$ cat src/rtl/wbuf_pkg.sv
// Shared types and helpers for the weight FIFO loader: state encoding, sizing
// function and the default group/beat-width constants.
package wbuf_pkg;

    localparam int DEF_LANES      = 8;
    localparam int DEF_BUFFER_NUM = 32;
    localparam int DEF_KMAX       = 16;

    // Smallest r with 2**r >= value; bounded loop so it stays a constant function.
    function automatic int clogb2(input int value);
        int r;
        r = 0;
        for (int i = 0; i < 31; i++) begin
            if ((1 << i) < value) r = i + 1;
        end
        return r;
    endfunction

    localparam int G  = DEF_BUFFER_NUM / DEF_LANES;
    localparam int KW = clogb2(DEF_KMAX + 1);

    typedef enum logic [2:0] {IDLE, CMD, LOAD, DRAIN, DONE} state_t;

endpackage

$ cat src/rtl/wb_addr_gen.sv
// Write-side beat walker: beat fastest, then weight, then group. The address
// simply increments inside a group and restarts at the base on a group change.
module wb_addr_gen
    import wbuf_pkg::*;
#(
    parameter int ADDR_LEN   = 16,
    parameter int SINGLE_LEN = 24,
    parameter int KW_P       = 5,
    parameter int GROUPS     = 4,
    parameter int GW         = 2
) (
    input  logic                  clk,
    input  logic                  rst_n,
    input  logic                  clr,
    input  logic                  step,
    input  logic [ADDR_LEN-1:0]   base,
    input  logic [KW_P-1:0]       kk,
    input  logic [SINGLE_LEN-1:0] weight_num,
    output logic [ADDR_LEN-1:0]   addr,
    output logic [GW-1:0]         grp,
    output logic                  last
);

    logic [KW_P-1:0]       b_cnt;
    logic [SINGLE_LEN-1:0] w_cnt;
    logic                  beat_last;
    logic                  weight_last;
    logic                  group_last;

    assign beat_last   = (b_cnt == kk - KW_P'(1));
    assign weight_last = (w_cnt == weight_num - SINGLE_LEN'(1));
    assign group_last  = (grp == GW'(GROUPS - 1));
    assign last        = beat_last && weight_last && group_last;

    always_ff @(posedge clk) begin
        if (!rst_n) begin
            b_cnt <= '0;
            w_cnt <= '0;
            grp   <= '0;
            addr  <= '0;
        end else if (clr) begin
            b_cnt <= '0;
            w_cnt <= '0;
            grp   <= '0;
            addr  <= base;
        end else if (step) begin
            if (!beat_last) begin
                b_cnt <= b_cnt + KW_P'(1);
                addr  <= addr + ADDR_LEN'(1);
            end else begin
                b_cnt <= '0;
                if (!weight_last) begin
                    w_cnt <= w_cnt + SINGLE_LEN'(1);
                    addr  <= addr + ADDR_LEN'(1);
                end else begin
                    w_cnt <= '0;
                    grp   <= grp + GW'(1);
                    addr  <= base;
                end
            end
        end
    end

endmodule

$ cat src/rtl/weight_fifo_loader.sv
// Streams DDR FIFO words into groups of weight-buffer banks. Reads are counted
// flat against the job total; writes are sequenced by wb_addr_gen two cycles later.
module weight_fifo_loader
    import wbuf_pkg::*;
#(
    parameter int DATA_LEN     = 64,
    parameter int LANES        = 8,
    parameter int BUFFER_NUM   = 32,
    parameter int ADDR_LEN     = 16,
    parameter int DDR_ADDR_LEN = 32,
    parameter int SINGLE_LEN   = 24,
    parameter int KMAX         = 16,
    localparam int KW_L        = clogb2(KMAX + 1),
    localparam int DW          = LANES * DATA_LEN
) (
    input  logic                    clk,
    input  logic                    rst_n,
    input  logic                    conf,
    input  logic                    abort,
    input  logic [SINGLE_LEN-1:0]   weight_num,
    input  logic [KW_L-1:0]         kk,
    input  logic [SINGLE_LEN-1:0]   weight_ddr_byte,
    input  logic [DDR_ADDR_LEN-1:0] ddr_st_addr,
    input  logic [ADDR_LEN-1:0]     wb_st_addr,
    output logic [DDR_ADDR_LEN-1:0] ddr_st_addr_out,
    output logic [SINGLE_LEN-1:0]   ddr_len,
    output logic                    ddr_conf,
    input  logic                    ddr_fifo_empty,
    output logic                    ddr_fifo_req,
    input  logic [DW-1:0]           ddr_fifo_data,
    output logic [ADDR_LEN-1:0]     wb_addr,
    output logic [DW-1:0]           wb_data,
    output logic [BUFFER_NUM-1:0]   wb_wea,
    output logic                    idle,
    output logic                    done
);

    localparam int NG = BUFFER_NUM / LANES;
    localparam int GW = (NG > 1) ? clogb2(NG) : 1;
    localparam int TW = SINGLE_LEN + clogb2(NG);

    state_t                  state;
    state_t                  state_next;
    logic [SINGLE_LEN-1:0]   wn_r;
    logic [KW_L-1:0]         kk_r;
    logic [ADDR_LEN-1:0]     wb_st_r;
    logic [DDR_ADDR_LEN-1:0] ddr_addr_r;
    logic [SINGLE_LEN-1:0]   len_r;
    logic                    zero_r;
    logic [TW-1:0]           total_r;
    logic [TW-1:0]           issued;
    logic                    rd_vld;
    logic                    wr_step;
    logic [ADDR_LEN-1:0]     gen_addr;
    logic [GW-1:0]           gen_grp;
    logic                    gen_last;
    logic [BUFFER_NUM-1:0]   grp_mask;

    assign ddr_fifo_req    = (state == LOAD) && !ddr_fifo_empty && (issued < total_r);
    assign ddr_conf        = (state == CMD) && !zero_r;
    assign idle            = (state == IDLE);
    assign done            = (state == DONE);
    assign ddr_st_addr_out = ddr_addr_r;
    assign ddr_len         = len_r;
    assign wr_step         = rd_vld && !abort;
    assign grp_mask        = BUFFER_NUM'({LANES{1'b1}}) << (int'(gen_grp) * LANES);

    always_comb begin
        state_next = state;
        case (state)
            IDLE:    if (conf) state_next = CMD;
            CMD:     state_next = zero_r ? DONE : LOAD;
            LOAD:    if (ddr_fifo_req && (issued == total_r - TW'(1))) state_next = DRAIN;
            DRAIN:   if (rd_vld && gen_last) state_next = DONE;
            DONE:    state_next = IDLE;
            default: state_next = IDLE;
        endcase
        if (abort && (state != IDLE)) state_next = IDLE;
    end

    always_ff @(posedge clk) begin
        if (!rst_n) begin
            state      <= IDLE;
            wn_r       <= '0;
            kk_r       <= '0;
            wb_st_r    <= '0;
            ddr_addr_r <= '0;
            len_r      <= '0;
            zero_r     <= 1'b0;
            total_r    <= '0;
            issued     <= '0;
        end else begin
            state <= state_next;
            if ((state == IDLE) && conf) begin
                wn_r       <= weight_num;
                kk_r       <= kk;
                wb_st_r    <= wb_st_addr;
                ddr_addr_r <= ddr_st_addr;
                len_r      <= weight_ddr_byte;
                zero_r     <= (weight_num == '0) || (kk == '0);
                total_r    <= TW'(NG) * TW'(weight_num) * TW'(kk);
            end
            if (state == CMD) issued <= '0;
            else if (ddr_fifo_req) issued <= issued + TW'(1);
        end
    end

    // Data for a request taken in the abort cycle is dropped by clearing rd_vld.
    always_ff @(posedge clk) begin
        if (!rst_n) begin
            rd_vld  <= 1'b0;
            wb_addr <= '0;
            wb_data <= '0;
            wb_wea  <= '0;
        end else begin
            rd_vld <= ddr_fifo_req && !abort;
            if (wr_step) begin
                wb_addr <= gen_addr;
                wb_data <= ddr_fifo_data;
                wb_wea  <= grp_mask;
            end else begin
                wb_wea  <= '0;
            end
        end
    end

    wb_addr_gen #(
        .ADDR_LEN  (ADDR_LEN),
        .SINGLE_LEN(SINGLE_LEN),
        .KW_P      (KW_L),
        .GROUPS    (NG),
        .GW        (GW)
    ) u_addr_gen (
        .clk       (clk),
        .rst_n     (rst_n),
        .clr       (state == CMD),
        .step      (wr_step),
        .base      (wb_st_r),
        .kk        (kk_r),
        .weight_num(wn_r),
        .addr      (gen_addr),
        .grp       (gen_grp),
        .last      (gen_last)
    );

endmodule

$ cat config.mk
export PLATFORM = sky130hd
export DESIGN_NAME = weight_fifo_loader
export DESIGN_NICKNAME = d
export VERILOG_FILES = /design/src/rtl/wbuf_pkg.sv /design/src/rtl/wb_addr_gen.sv /design/src/rtl/weight_fifo_loader.sv
export SDC_FILE = /design/constraint.sdc
export NUM_CORES = 2
export LEC_CHECK = 0
export ABC_CLOCK_PERIOD_IN_PS = 16300
export BUFFER_PORTS_ARGS = -buffer_cell sky130_fd_sc_hd__buf_2
export CAP_MARGIN = 20
export CORE_AREA = 2 2 486 488
export DETAILED_ROUTE_END_ITERATION = 7
export DIE_AREA = 0 0 488 490
export PLACE_DENSITY_LB_ADDON = 0.05
export SLEW_MARGIN = 30
export SYNTH_ARGS = -nofsm -noshare
export SYNTH_HDL_FRONTEND = slang
export SYNTH_SLANG_ARGS = --single-unit
$ cat constraint.sdc
create_clock -name clk -period 16.3 [get_ports clk]
set_input_delay 3.26 -clock clk [delete_from_list [all_inputs] [get_ports clk]]
set_output_delay 3.26 -clock clk [all_outputs]
set_load 0.02 [all_outputs]
==> flow_summary.toml <==
[run_status]
status = "finished clean"

[clock_network]
clock_tree.root_cell = "clkbuf_16"
cts_setup_buffers = 0
cts_htree_levels = 3
tritoncts = "yes"
clk_latency_ns = 0.79
cts-buffers-inserted = 107
cts_buffer_depth = 3
postCtsHoldBufs = 0
cts_sinks = 735
clk_pin_slew_ns = 0.06
cts_resized = 0

[global_route]
grt_use_met2_pct = 32.6
grt_overflow = 0
grt_pass1_wl_um = 294000
grt.busiest_layer = "met2"
grt_use_total_pct = 17.7
grt_pass1_vias = 32600
grt_util_met1_pct = 19.3
antenna_found_initial = 179
met3_usage_pct = 6.01
grt_max_degree = 182

[final_layout]
area_delta_synth_final_pct = 41.2
drive_gt1_share_pct = 27.9
nets = 5884
final_cells = 8417
num-fill-cells = 26800

[yosys]
ys_ff_latch = 735
ys_async_sr_fraction_pct = 0
syn_nets = 4795
synth_edf_count = 0
yosys.area.top_type = "dfxtp_1"
synthDistinctLibCells = 74
synthesis.area_sq_mm = 0.0317
yosysWarnings = 0
synth_top_area_share_pct = 46.4
synth_area_leaders = "dfxtp_1 46%, nand2_1 17%, a21oi_1 11%, fa_1 3.7%, clkbuf_1 2.8%"
syn_area_per_cell_sq_um = 7.81
synthesis.instances = 4057
synth_ff_type = "dfxtp_1"
ys_seq_area_share_pct = 46.4

[place]
gp_congestion = 0.885
numPortBuffers = 1237
place_inst = 8185
dp_hpwl_um = 174000

[sta]
slew_viol_final = 0
final-setup-viol-count = 0
finalHoldViolations = 0
maxSlewHeadroom_pct = 29.1
fmax_mhz = 125
setup_tns_ns = 0
fin_crit_sh_pct = 48.9
skew_ns = 0.0966
rsz0062_at_grt = "no"
min_period_ns = 7.98
worst_pin_slew_ns = 1.06

[floorplan]
rows = 178
ios = 1238
die_h_um = 490
fp.coreArea_sq_mm = 0.234
start_util_pct = 13.5
die_x_um = 488
die_area_sq_mm = 0.239

[setup_path]
path_cells = "buf_2, nor3_1, nand3_1, a211o_1, nor2_1, buf_2"
critPathMostFrequentCell = "buf_2"
path_buf_inv = 2
slowest_stage = "nor2_1"
crit_fanout = 8
required_ns = 13.04
crit_family = "simple AND/OR/NAND/NOR gates"
cp.arrival_ns = 4.72
startpoint_type = "primary input"
max_stage_delay_ns = 0.42
worst_setup_path_end_kind = "primary output"
crit_type = "in -> out"

[detailed_routing]
drc = 0
drt-pass1-iter-count = 5
wl_um = 219000
initialDrtViolationCount = 1701
vias = 32700
postRouteAntennaNets = 0
post_drt_wl_per_cell_um = 26.0
vias_per_cell = 3.88

[power_and_ir_drop]
p_total_mw = 5.18
power.leakage_nw = 18.6
ir_drop_mv = 0.0939
powerDensity_mw_per_mm2 = 116

[worst_hold_path]
hp-class = "reg -> reg"

[run]
max_cap_viol_count = 0
[stage by stage]
stage | hold slack, ns | utilization, % | worst slack [ns] | area [sq um]
6_report | 0.449 | 19.1 | 8.32 | 44700
5_1_grt | 0.464 | 19.1 | 8.12 | 44700
4_1_cts | 0.451 | 19.0 | 8.26 | 44600
3_5_place_dp | 0.444 | 17.5 | 7.74 | 40900
3_3_place_gp | 0.439 | 17.5 | 7.75 | 40900
2_1_floorplan | 0.432 | - | 8.73 | 31700
[synthesized netlist by cell type, types with 39 or more instances]
library cell  number
clkbuf_1         235
and2_1            81
dfxtp_1          735
ha_1              61
xor2_1            66
nand3_1           39
fa_1              59
nor2_1           103
inv_1            120
a21oi_1          692
nand2_1         1410
xnor2_1           64
o21ai_0           39
[layout by cell type, fill, tap and decap left out, types with 10 or more instances in the layout]
cell       netlist  layout
and2_1          81      80
nor3_1          36      36
dfxtp_1        735     735
nor2_1         103     103
buf_2            1    1237
buf_4           30      15
a31oi_1         13      13
nor4_1          23      23
diode_2          0      37
xnor2_1         64      64
and3_1          23      23
or4_1           12      12
clkbuf_8         0      31
nand4_1         26      26
o211ai_1        10      10
or3_1           19      19
nand3_1         39      39
o21ai_0         39      39
a21o_1          10      10
ha_1            61      61
nand2_1       1410    1408
clkinv_2         0      10
inv_1          120     120
clkbuf_1       235      29
nand2b_1        11      11
fa_1            59      59
a21oi_1        692     692
clkbuf_16        0     107
xor2_1          66      66
[routing by layer]
metal	vias to the layer above	routed length, um
met4	78	6230
met5	-	493
met1	15600	83500
met3	444	16900
met2	1082	112000
li1	15500	-
[area by class of cell]
class / instances / area [sq um] / area share (%)
multi-input combinational: 2919 / 15400 / 34.3
sequential: 735 / 14700 / 32.9
timing repair buffer: 1262 / 6520 / 14.6
tap: 3150 / 3940 / 8.81
clock buffer: 167 / 3210 / 7.18
inverter: 121 / 462 / 1.03
clock inverter: 26 / 437 / 0.976
antenna: 37 / 92.6 / 0.207
[where the power goes]
| part | switching [mW] | leakage (nW) | internal (mW) |
|---|---|---|---|
| Sequential | 0.0646 | 5.94 | 1.85 |
| Clock | 1.01 | 1.78 | 1.45 |
| Combinational | 0.508 | 10.9 | 0.307 |
[tightest hold or removal path: cells and delay by family (launching register included)]
| kind | cells | cell delay (ns) |
|---|---|---|
| AO/OA/AOI/OAI | 1 | 0.05 |
| flip-flops | 1 | 0.30 |
| AND/OR/NAND/NOR | 1 | 0.05 |
[state kept, by name, indices dropped and copies added (netlist names)]
signal and count:
wb_wea 4, zero_r 1, issued 26, state 3, kk_r 5, wb_st_r 16, total_r 24, u_addr_gen.w_cnt 24
u_addr_gen.addr 16, rd_vld 1, u_addr_gen.b_cnt 5, ddr_len 24, ddr_st_addr_out 32, wb_data 512, wb_addr 16, wn_r 24
u_addr_gen.grp 2
[worst paths after layout]
check | startpoint | to | slack [ns] | cells after the start
setup / recovery | ddr_fifo_empty | ddr_fifo_req | 8.32 | 6
hold / removal | wb_data[322] | wb_data[322] | 0.45 | 2
setup reg to reg | wn_r[0] | u_addr_gen.addr[5] | 11.87 | 11
hold reg to reg | wb_data[322] | wb_data[322] | 0.45 | 2
[logic make-up (layout without fill, tap and decap cells)]
logic type      count (synthesis)  in the layout  share of synthesized area, %
buf+inv                       403           1576                          5.23
fa+ha+maj                     120            120                          6.14
other cells                     0             37                             0
xor+xnor                      130            130                          3.59
flops                         735            735                          46.4
simple gates                 1826           1826                          24.1
mux                             6              6                         0.190
compound gates                837            837                          14.3
Note: power is estimated with default switching activity, not from simulation.
